--- config.mk ---
export PLATFORM = sky130hd
export DESIGN_NAME = uart_rx_fifo_flat
export DESIGN_NICKNAME = d
export VERILOG_FILES = /design/src/rtl/uart_rx_fifo_if.sv /design/src/rtl/uart_rx_fifo.sv /design/src/flat_wrapper.sv
export SDC_FILE = /design/constraint.sdc
export NUM_CORES = 1
export LEC_CHECK = 0
export ABC_AREA = 1
export BUFFER_PORTS_ARGS = -buffer_cell sky130_fd_sc_hd__buf_2
export CAP_MARGIN = 20
export CELL_PAD_IN_SITES_DETAIL_PLACEMENT = 1
export CELL_PAD_IN_SITES_GLOBAL_PLACEMENT = 2
export CORE_UTILIZATION = 44
export CTS_BUF_LIST = sky130_fd_sc_hd__clkbuf_8
export DETAILED_ROUTE_END_ITERATION = 10
export GPL_ROUTABILITY_DRIVEN = 0
export GPL_TIMING_DRIVEN = 0
export PLACE_DENSITY_LB_ADDON = 0.1
export SLEW_MARGIN = 40
export SYNTH_ARGS = -nofsm -noshare
export SYNTH_HDL_FRONTEND = slang
export SYNTH_SLANG_ARGS = --single-unit
--- constraint.sdc ---
create_clock -name sys_clk -period 4.34 [get_ports sys_clk]
set_input_delay 0.217 -clock sys_clk [delete_from_list [all_inputs] [get_ports sys_clk]]
set_output_delay 0.217 -clock sys_clk [all_outputs]
set_load 0.03 [all_outputs]
--- src/rtl/uart_rx_fifo_if.sv ---
// Signal bundle between the UART receiver / consumer side and the receive FIFO.
// Consumer handshake: a byte transfers on any rising edge where rd_valid=1 and rd_ready=1;
// rd_data is stable while rd_valid=1 and rd_ready=0, and rd_ready is ignored while rd_valid=0.
interface uart_rx_fifo_if #(
  parameter int width  = 8,
  parameter int DEPTH  = 16,
  parameter int ADDR_W = 4
);
  logic [width-1:0]  uart_rx_out;
  logic              uart_rx_done;
  logic [width-1:0]  rd_data;
  logic              rd_valid;
  logic              rd_ready;
  logic [ADDR_W:0]   fifo_count;
  logic              fifo_full;
  logic              fifo_empty;
  logic              overflow;
  logic [7:0]        drop_count;
  logic              overflow_clr;

  modport slave (
    input  uart_rx_out, uart_rx_done, rd_ready, overflow_clr,
    output rd_data, rd_valid, fifo_count, fifo_full, fifo_empty, overflow, drop_count
  );

  modport master (
    output uart_rx_out, uart_rx_done, rd_ready, overflow_clr,
    input  rd_data, rd_valid, fifo_count, fifo_full, fifo_empty, overflow, drop_count
  );
endinterface

--- src/rtl/uart_rx_fifo.sv ---
// Circular first-word-fall-through byte buffer behind the UART receiver,
// with a sticky overflow flag and a saturating count of dropped bytes.
module uart_rx_fifo #(
  parameter int width  = 8,
  parameter int DEPTH  = 16,
  parameter int ADDR_W = 4
) (
  input  logic            sys_clk,
  input  logic            sys_reset,
  uart_rx_fifo_if.slave   bus
);

  logic [width-1:0] r_mem [DEPTH];
  logic [ADDR_W:0]  r_wr_ptr;
  logic [ADDR_W:0]  r_rd_ptr;
  logic             r_overflow;
  logic [7:0]       r_drop_count;

  logic w_full;
  logic w_empty;
  logic w_pop;
  logic w_push;
  logic w_drop;

  // Extra pointer MSB distinguishes full from empty when the indices match.
  assign w_empty = (r_wr_ptr == r_rd_ptr);
  assign w_full  = (r_wr_ptr[ADDR_W] != r_rd_ptr[ADDR_W]) &&
                   (r_wr_ptr[ADDR_W-1:0] == r_rd_ptr[ADDR_W-1:0]);

  assign w_pop  = !w_empty && bus.rd_ready;
  assign w_push = bus.uart_rx_done && (!w_full || w_pop);
  assign w_drop = bus.uart_rx_done && w_full && !w_pop;

  always_ff @(posedge sys_clk or posedge sys_reset) begin
    if (sys_reset) begin
      r_wr_ptr <= '0;
      r_rd_ptr <= '0;
    end else begin
      if (w_push) r_wr_ptr <= r_wr_ptr + 1'b1;
      if (w_pop)  r_rd_ptr <= r_rd_ptr + 1'b1;
    end
  end

  // Storage needs no reset: it is only visible through rd_data when non-empty.
  always_ff @(posedge sys_clk) begin
    if (w_push) r_mem[r_wr_ptr[ADDR_W-1:0]] <= bus.uart_rx_out;
  end

  always_ff @(posedge sys_clk or posedge sys_reset) begin
    if (sys_reset) begin
      r_overflow   <= 1'b0;
      r_drop_count <= '0;
    end else if (w_drop) begin
      r_overflow <= 1'b1;
      if (bus.overflow_clr)           r_drop_count <= 8'd1;
      else if (r_drop_count != 8'hFF) r_drop_count <= r_drop_count + 8'd1;
    end else if (bus.overflow_clr) begin
      r_overflow   <= 1'b0;
      r_drop_count <= '0;
    end
  end

  assign bus.rd_data    = w_empty ? '0 : r_mem[r_rd_ptr[ADDR_W-1:0]];
  assign bus.rd_valid   = !w_empty;
  assign bus.fifo_count = r_wr_ptr - r_rd_ptr;
  assign bus.fifo_full  = w_full;
  assign bus.fifo_empty = w_empty;
  assign bus.overflow   = r_overflow;
  assign bus.drop_count = r_drop_count;

endmodule

--- src/flat_wrapper.sv ---
// flat-port wrapper written by rule: the top's interface ports become plain ports
module uart_rx_fifo_flat 
#(
  parameter int width  = 8,
  parameter int DEPTH  = 16,
  parameter int ADDR_W = 4
)
  (sys_clk, sys_reset, bus_uart_rx_out, bus_uart_rx_done, bus_rd_ready, bus_overflow_clr, bus_rd_data, bus_rd_valid, bus_fifo_count, bus_fifo_full, bus_fifo_empty, bus_overflow, bus_drop_count);
  uart_rx_fifo_if #(.width(width), .DEPTH(DEPTH), .ADDR_W(ADDR_W)) bus_i ();
  input  logic sys_clk;
  input  logic sys_reset;
  input wire logic [$bits(bus_i.uart_rx_out)-1:0] bus_uart_rx_out;
  input wire logic [$bits(bus_i.uart_rx_done)-1:0] bus_uart_rx_done;
  input wire logic [$bits(bus_i.rd_ready)-1:0] bus_rd_ready;
  input wire logic [$bits(bus_i.overflow_clr)-1:0] bus_overflow_clr;
  output wire logic [$bits(bus_i.rd_data)-1:0] bus_rd_data;
  output wire logic [$bits(bus_i.rd_valid)-1:0] bus_rd_valid;
  output wire logic [$bits(bus_i.fifo_count)-1:0] bus_fifo_count;
  output wire logic [$bits(bus_i.fifo_full)-1:0] bus_fifo_full;
  output wire logic [$bits(bus_i.fifo_empty)-1:0] bus_fifo_empty;
  output wire logic [$bits(bus_i.overflow)-1:0] bus_overflow;
  output wire logic [$bits(bus_i.drop_count)-1:0] bus_drop_count;
  assign bus_i.uart_rx_out = bus_uart_rx_out;
  assign bus_i.uart_rx_done = bus_uart_rx_done;
  assign bus_i.rd_ready = bus_rd_ready;
  assign bus_i.overflow_clr = bus_overflow_clr;
  assign bus_rd_data = bus_i.rd_data;
  assign bus_rd_valid = bus_i.rd_valid;
  assign bus_fifo_count = bus_i.fifo_count;
  assign bus_fifo_full = bus_i.fifo_full;
  assign bus_fifo_empty = bus_i.fifo_empty;
  assign bus_overflow = bus_i.overflow;
  assign bus_drop_count = bus_i.drop_count;
  uart_rx_fifo #(.width(width), .DEPTH(DEPTH), .ADDR_W(ADDR_W)) u_core (.sys_clk(sys_clk), .sys_reset(sys_reset), .bus(bus_i));
endmodule
# Word level (Yosys, flattened, before mapping)
# Memory sizes are Yosys's and may differ from the RTL's.
# Cells that the tools add are included.
[word_totals]
ramBits = 128
regBits = 19
wordCells = 34
output_inout_bits = 25
input_bits = 13
mem_count = 1
[classes]
n_addsub = 4
n_reduce_logical = 12
n_eq_ne = 4
n_mux = 9
[mem_list]
columns = ["memory", "words", "word_bits", "read_ports", "rd_ports_with_merged_regs", "wr", "line", "source"]
rows = [
  ["u_core.r_mem", 16, 8, 1, 0, 1, "uart_rx_fifo.sv:13", "logic [width-1:0] r_mem [DEPTH];"],
]
[ops]
columns = ["op", "count"]
rows = [
  ["two-way mux 8 bit", 5],
  ["adder 5 x 1 -> 5 bit (second input constant)", 2],
  ["adder 8 x 1 -> 8 bit (second input constant)", 1],
  ["!= test 8 bit (second input constant)", 1],
  ["equality test 5 bit", 1],
  ["logical AND 1 bit", 5],
  ["subtractor 5 bit", 1],
  ["equality test 4 bit", 1],
  ["two-way mux 1 bit", 4],
  ["nonzero test 2 bit", 2],
  ["zero test 1 bit", 3],
  ["AND reduction 2 bit", 1],
  ["logical OR 1 bit", 1],
  ["!= test 1 bit", 1],
]

# Logic depth before layout (Yosys ltp)
[logic_depth]
ltp_word = 7
depth_mapped = 13
depth_no_buf = 11

# Worst setup path after synthesis
# Ideal clock, no wire load.
[synth_path]
path_type = "flip-flop to flip-flop"
start = "register u_core.r_rd_ptr[1]"
end = "memory u_core.r_mem[0][0] (enable)"
required_time_ps = 3970
path_slack_ps = 1946
stages_incl_launch_ff = 14
t_arrival_ps = 2024
setup_ps = 370
path_buffers = 2
period_less_slack_ps = 2394
path_cell_list = "dfrtp_1 > buf_2 > inv_2 > buf_2 > ha_1 > nand2_1 > nor2_4 > inv_2 > nor2_4 > nand2_4 > nand2_8 > inv_8 > nand2_4 > nor2_1"
[synth_via]
elab_chain_cells = 7
elab_cells_between_ends = 10
cone_classes = "2 x eq/ne; 2 x mux; 6 x reduce/logical"
[synth_lines]
columns = ["element", "line", "source"]
rows = [
  ["from (decl)", "uart_rx_fifo.sv:15", "logic [ADDR_W:0] r_rd_ptr;"],
  ["from (signal assigned)", "uart_rx_fifo.sv:40", "if (w_pop) r_rd_ptr <= r_rd_ptr + 1'b1;"],
  ["equality test 4 bit", "uart_rx_fifo.sv:28", "(r_wr_ptr[ADDR_W-1:0] == r_rd_ptr[ADDR_W-1:0]);"],
  ["logical AND 1 bit", "uart_rx_fifo.sv:27", "assign w_full = (r_wr_ptr[ADDR_W] != r_rd_ptr[ADDR_W]) &&"],
  ["via bus_fifo_full", "flat_wrapper.sv:19", "output wire logic [$bits(bus_i.fifo_full)-1:0] bus_fifo_full;"],
  ["zero test 1 bit", "uart_rx_fifo.sv:31", "assign w_push = bus.uart_rx_done && (!w_full || w_pop);"],
  ["logical OR 1 bit", "uart_rx_fifo.sv:31", ""],
  ["logical AND 1 bit", "uart_rx_fifo.sv:31", ""],
  ["two-way mux 1 bit", "uart_rx_fifo.sv:46", "if (w_push) r_mem[r_wr_ptr[ADDR_W-1:0]] <= bus.uart_rx_out;"],
  ["two-way mux 1 bit (not written as such)", "uart_rx_fifo.sv:46", ""],
  ["to (decl)", "uart_rx_fifo.sv:13", ""],
]
# The timed path passes the listed nets, and every way through them passes these cells.

# Final worst setup path
[layout_path]
start = "register u_core.r_rd_ptr[3]"
end = "memory u_core.r_mem[13][6] (enable)"
[layout_via]
elab_chain_cells = 7
elab_cells_between_ends = 10
cone_classes = "2 x eq/ne; 2 x mux; 6 x reduce/logical"
[layout_lines]
columns = ["element", "line"]
rows = [
  ["equality test 5 bit / equality test 4 bit (equally long branches)", "uart_rx_fifo.sv:26, uart_rx_fifo.sv:28"],
  ["zero test 1 bit / logical AND 1 bit (equally long branches)", "uart_rx_fifo.sv:30, uart_rx_fifo.sv:27"],
  ["logical AND 1 bit / zero test 1 bit (equally long branches)", "uart_rx_fifo.sv:30, uart_rx_fifo.sv:31"],
  ["logical OR 1 bit *", "uart_rx_fifo.sv:31"],
  ["logical AND 1 bit *", "uart_rx_fifo.sv:31"],
  ["two-way mux 1 bit *", "uart_rx_fifo.sv:46"],
  ["two-way mux 1 bit (not written as such) *", "uart_rx_fifo.sv:46"],
]
# Mark *: on every way between the ends. The rest lies on a longest branch, timed or not.

==> results by group <==
Critical path
  • Critical Path Sink Type: flop
  • Critical path launch point type: flop
  • CP Data Required Time: 4420 ps
  • Crit path max fanout: 10
  • Critical path type: reg2reg
  • WP data arrival: 3150 ps

Clock network
  • CTS clk-pin slew, worst paths: 80 ps
  • CTS tree: yes
  • Clk Latency, worst-skew pair: 450 ps
  • Root buffer cell: clkbuf_8
  • Clock Path Buffers: 2
  • CTS sink cnt: 147
  • CTS H-Tree Depth: 4
  • CTS Buf Count: 17
  • # resized after CTS: 0

Detailed routing
  • Via/cell ratio: 4.90
  • DRT Pass-1 Iters: 4
  • Vias: 4844
  • Antenna viol nets, final: 0
  • # DRC: 0
  • Starting DRT DRC Count: 247
  • DR WL/cell: 18.0 µm
  • Final WL: 17800 µm

Synthesis
  • Compound-gate portion of the synthesized area: 1.67%
  • Yosys cell types: 30
  • Synth Warn #: 0
  • Seq/Total Area, Yosys: 62.6%
  • Dominant cells by area after synthesis: edfxtp_1, nand2_1, dfrtp_1
  • Syn_nets: 732
  • Post-Synth XOR/XNOR Area: 1.74%
  • Syn Inst Count: 708
  • Yosys top cell by area: edfxtp_1
  • Synth Register Bits: 147
  • Top-area cell type share of the netlist area: 55.7%
  • Simple-gate share of the synthesized area: 23.8%
  • Largest family of logic cells by synthesized area: simple AND/OR/NAND/NOR gates
  • Post-Synth Adder-Cell Area: 2.10%
  • Syn Area/Cell: 9.74 µm²
  • Synth Cell Area: 6900 µm²
  • Multiplexer share of the synthesized area: 0%

STA
  • RSZ-0062 raised after global routing: false
  • Relative slew slack: 47.0%
  • Final Cycle Share: 70.8%
  • Final setup viols: 0
  • Max Slew Vio Count: 0
  • Worst slew pin tran: 792 ps
  • Endpoints failing hold: 0
  • Post-route minimum period: 3070 ps
  • Max Fclk: 325 MHz
  • Hold WS: 44.2 ps
  • Fin Setup TNS: 0 ps
  • Clk_skew: 6.32 ps

Place
  • Dpl cells: 956
  • Number of port buffers: 37
  • Final HPWL DP: 12200 µm
  • Area post-placement: 7350 µm²

Pwr
  • Psw: 2.30 mW
  • Internal: 2.94 mW
  • Pleak: 3.53 nW
  • Sw Ratio: 43.8%
  • Pwr Total: 5.24 mW
  • Register share of total power: 34.0%
  • Clk pwr share: 20.7%
  • Gate power share: 45.3%
  • Max VDD drop: 0.000815 V
  • PD cells: 675 nW/µm²

Die
  • Total Die Area: 16200 µm²
  • Core Area: 15300 µm²
  • # rows: 45
  • IO Pins: 38
  • Chip width: 127 µm
  • Starting density of the core: 45.2%
  • Chip Height: 127 µm

Global route
  • Overflow after GRT: 0
  • Vias in the first global route: 5153
  • Largest net degree at the start of global routing: 20
  • Gr usage total: 24.3%
  • Initial antenna violation count: 0
  • First-pass GRT wire length: 28500 µm

Flow run
  • Max-cap violations: 0

Layout
  • Fin cells: 989
  • Area Overhead vs Synth: 12.5%
  • Filler cell count: 1764
  • Share of layout cells above drive strength 1: 15.0%
  • Antenna cell count: 0
  • Design Area, Final: 7760 µm²
  • Most common cell after layout, fill and taps aside: nand2_1
  • Commonest cells after routing, fill and taps aside: nand2_1, edfxtp_1, inv_1, nand3_1, buf_2
  • Layout Nets: 789

Worst hold path
  • Worst hold path type: in2reg

Run status
  • Outcome: complete, no violations
==> metrics by stage <==
stage / worst slack (ps) / utilization, %
after floorplan: 1950 / -
after global placement: 1260 / 48.2
after detailed placement: 1210 / 48.2
after CTS: 1180 / 50.8
after global routing: 1060 / 50.9
final: 1270 / 50.9
==> state kept, by name, indices dropped and copies added, names as in the netlist <==
register	cells
u_core.r_wr_ptr	5
u_core.bus.overflow	1
u_core.bus.drop_count	8
u_core.r_mem	128
u_core.r_rd_ptr	5
==> synthesized netlist by cell type <==
master / count
a21oi_1: 13
buf_1: 2
buf_2: 12
buf_4: 4
clkbuf_1: 6
clkinv_1: 2
dfrtp_1: 19
edfxtp_1: 128
fa_1: 1
ha_1: 10
inv_1: 107
inv_2: 5
inv_8: 1
nand2_1: 258
nand2_2: 7
nand2_4: 7
nand2_8: 1
nand3_1: 75
nand3b_1: 1
nand4_1: 1
nor2_1: 23
nor2_2: 3
nor2_4: 3
o211ai_1: 3
o21ai_1: 2
o21ai_2: 2
xnor2_1: 1
xnor2_2: 1
xor2_1: 9
xor2_2: 1
==> cell families after synthesis <==
group / count (synthesis)
flops: 147
compound gates: 20
simple gates: 379
xor+xnor: 12
fa+ha+maj: 11
buf+inv: 139
==> timing repair <==
action                                 in CTS  in global routing
setup buffers                               0                  0
hold buffers                                1                  0
endpoints found under the hold margin      19                  0
==> worst paths after layout <==
| path | cells past startpoint | from | slack, ps | to |
|---|---|---|---|---|
| worst max-delay path | 12 | u_core.r_rd_ptr[3] | 1270 | u_core.r_mem[13][6] |
| worst min-delay path | 3 | bus_rd_ready | 40 | u_core.r_rd_ptr[3] |
| min in group asynchronous | 3 | sys_reset | 310 | u_core.bus.overflow |
| worst max register to register | 12 | u_core.r_rd_ptr[3] | 1270 | u_core.r_mem[13][6] |
| max in group asynchronous | 3 | sys_reset | 3730 | u_core.bus.drop_count[5] |
| worst min register to register | 2 | u_core.bus.overflow | 490 | u_core.bus.overflow |
==> area by class of cell <==
class | count | area (µm²) | area share [%]
flip-flops and latches | 147 | 4320 | 55.6
multi-input cells | 422 | 2030 | 26.1
inverters | 115 | 439 | 5.66
well taps | 211 | 264 | 3.40
clock buffers | 18 | 248 | 3.19
repair buffers | 38 | 195 | 2.51
clock inverters | 14 | 148 | 1.90
plain buffers | 24 | 120 | 1.55
==> critical path: stages (launching register included) <==
cell	delay (ps)
dfrtp_1	420
inv_1	90
clkbuf_1	520
ha_1	410
nand2_2	120
nor2_4	50
inv_2	60
nor2_4	50
nand2_4	90
nand2_8	80
inv_8	110
nand2_4	90
nor2_1	610
==> routing by layer <==
| layer | wire (µm) | global-route usage (%) | vias to the layer above |
|---|---|---|---|
| met1 | 8150 | 31.7 | 2385 |
| met3 | 561 | 4.56 | 18 |
| met5 | 0 | 0 | - |
| met2 | 8900 | 41.3 | 87 |
| li1 | - | - | 2354 |
| met4 | 236 | 7.70 | 0 |
==> power groups by stage <==
stage / Combinational, mW / Sequential [mW] / Clock (mW)
global placement: 2.33 / 1.81 / 0
detailed placement: 2.39 / 1.82 / 0
finish: 2.37 / 1.78 / 1.08
CTS: 2.41 / 1.78 / 1.11
floorplan: 1.66 / 1.79 / 0
global route: 2.62 / 1.80 / 1.16
(Power assumes the default switching activity.)
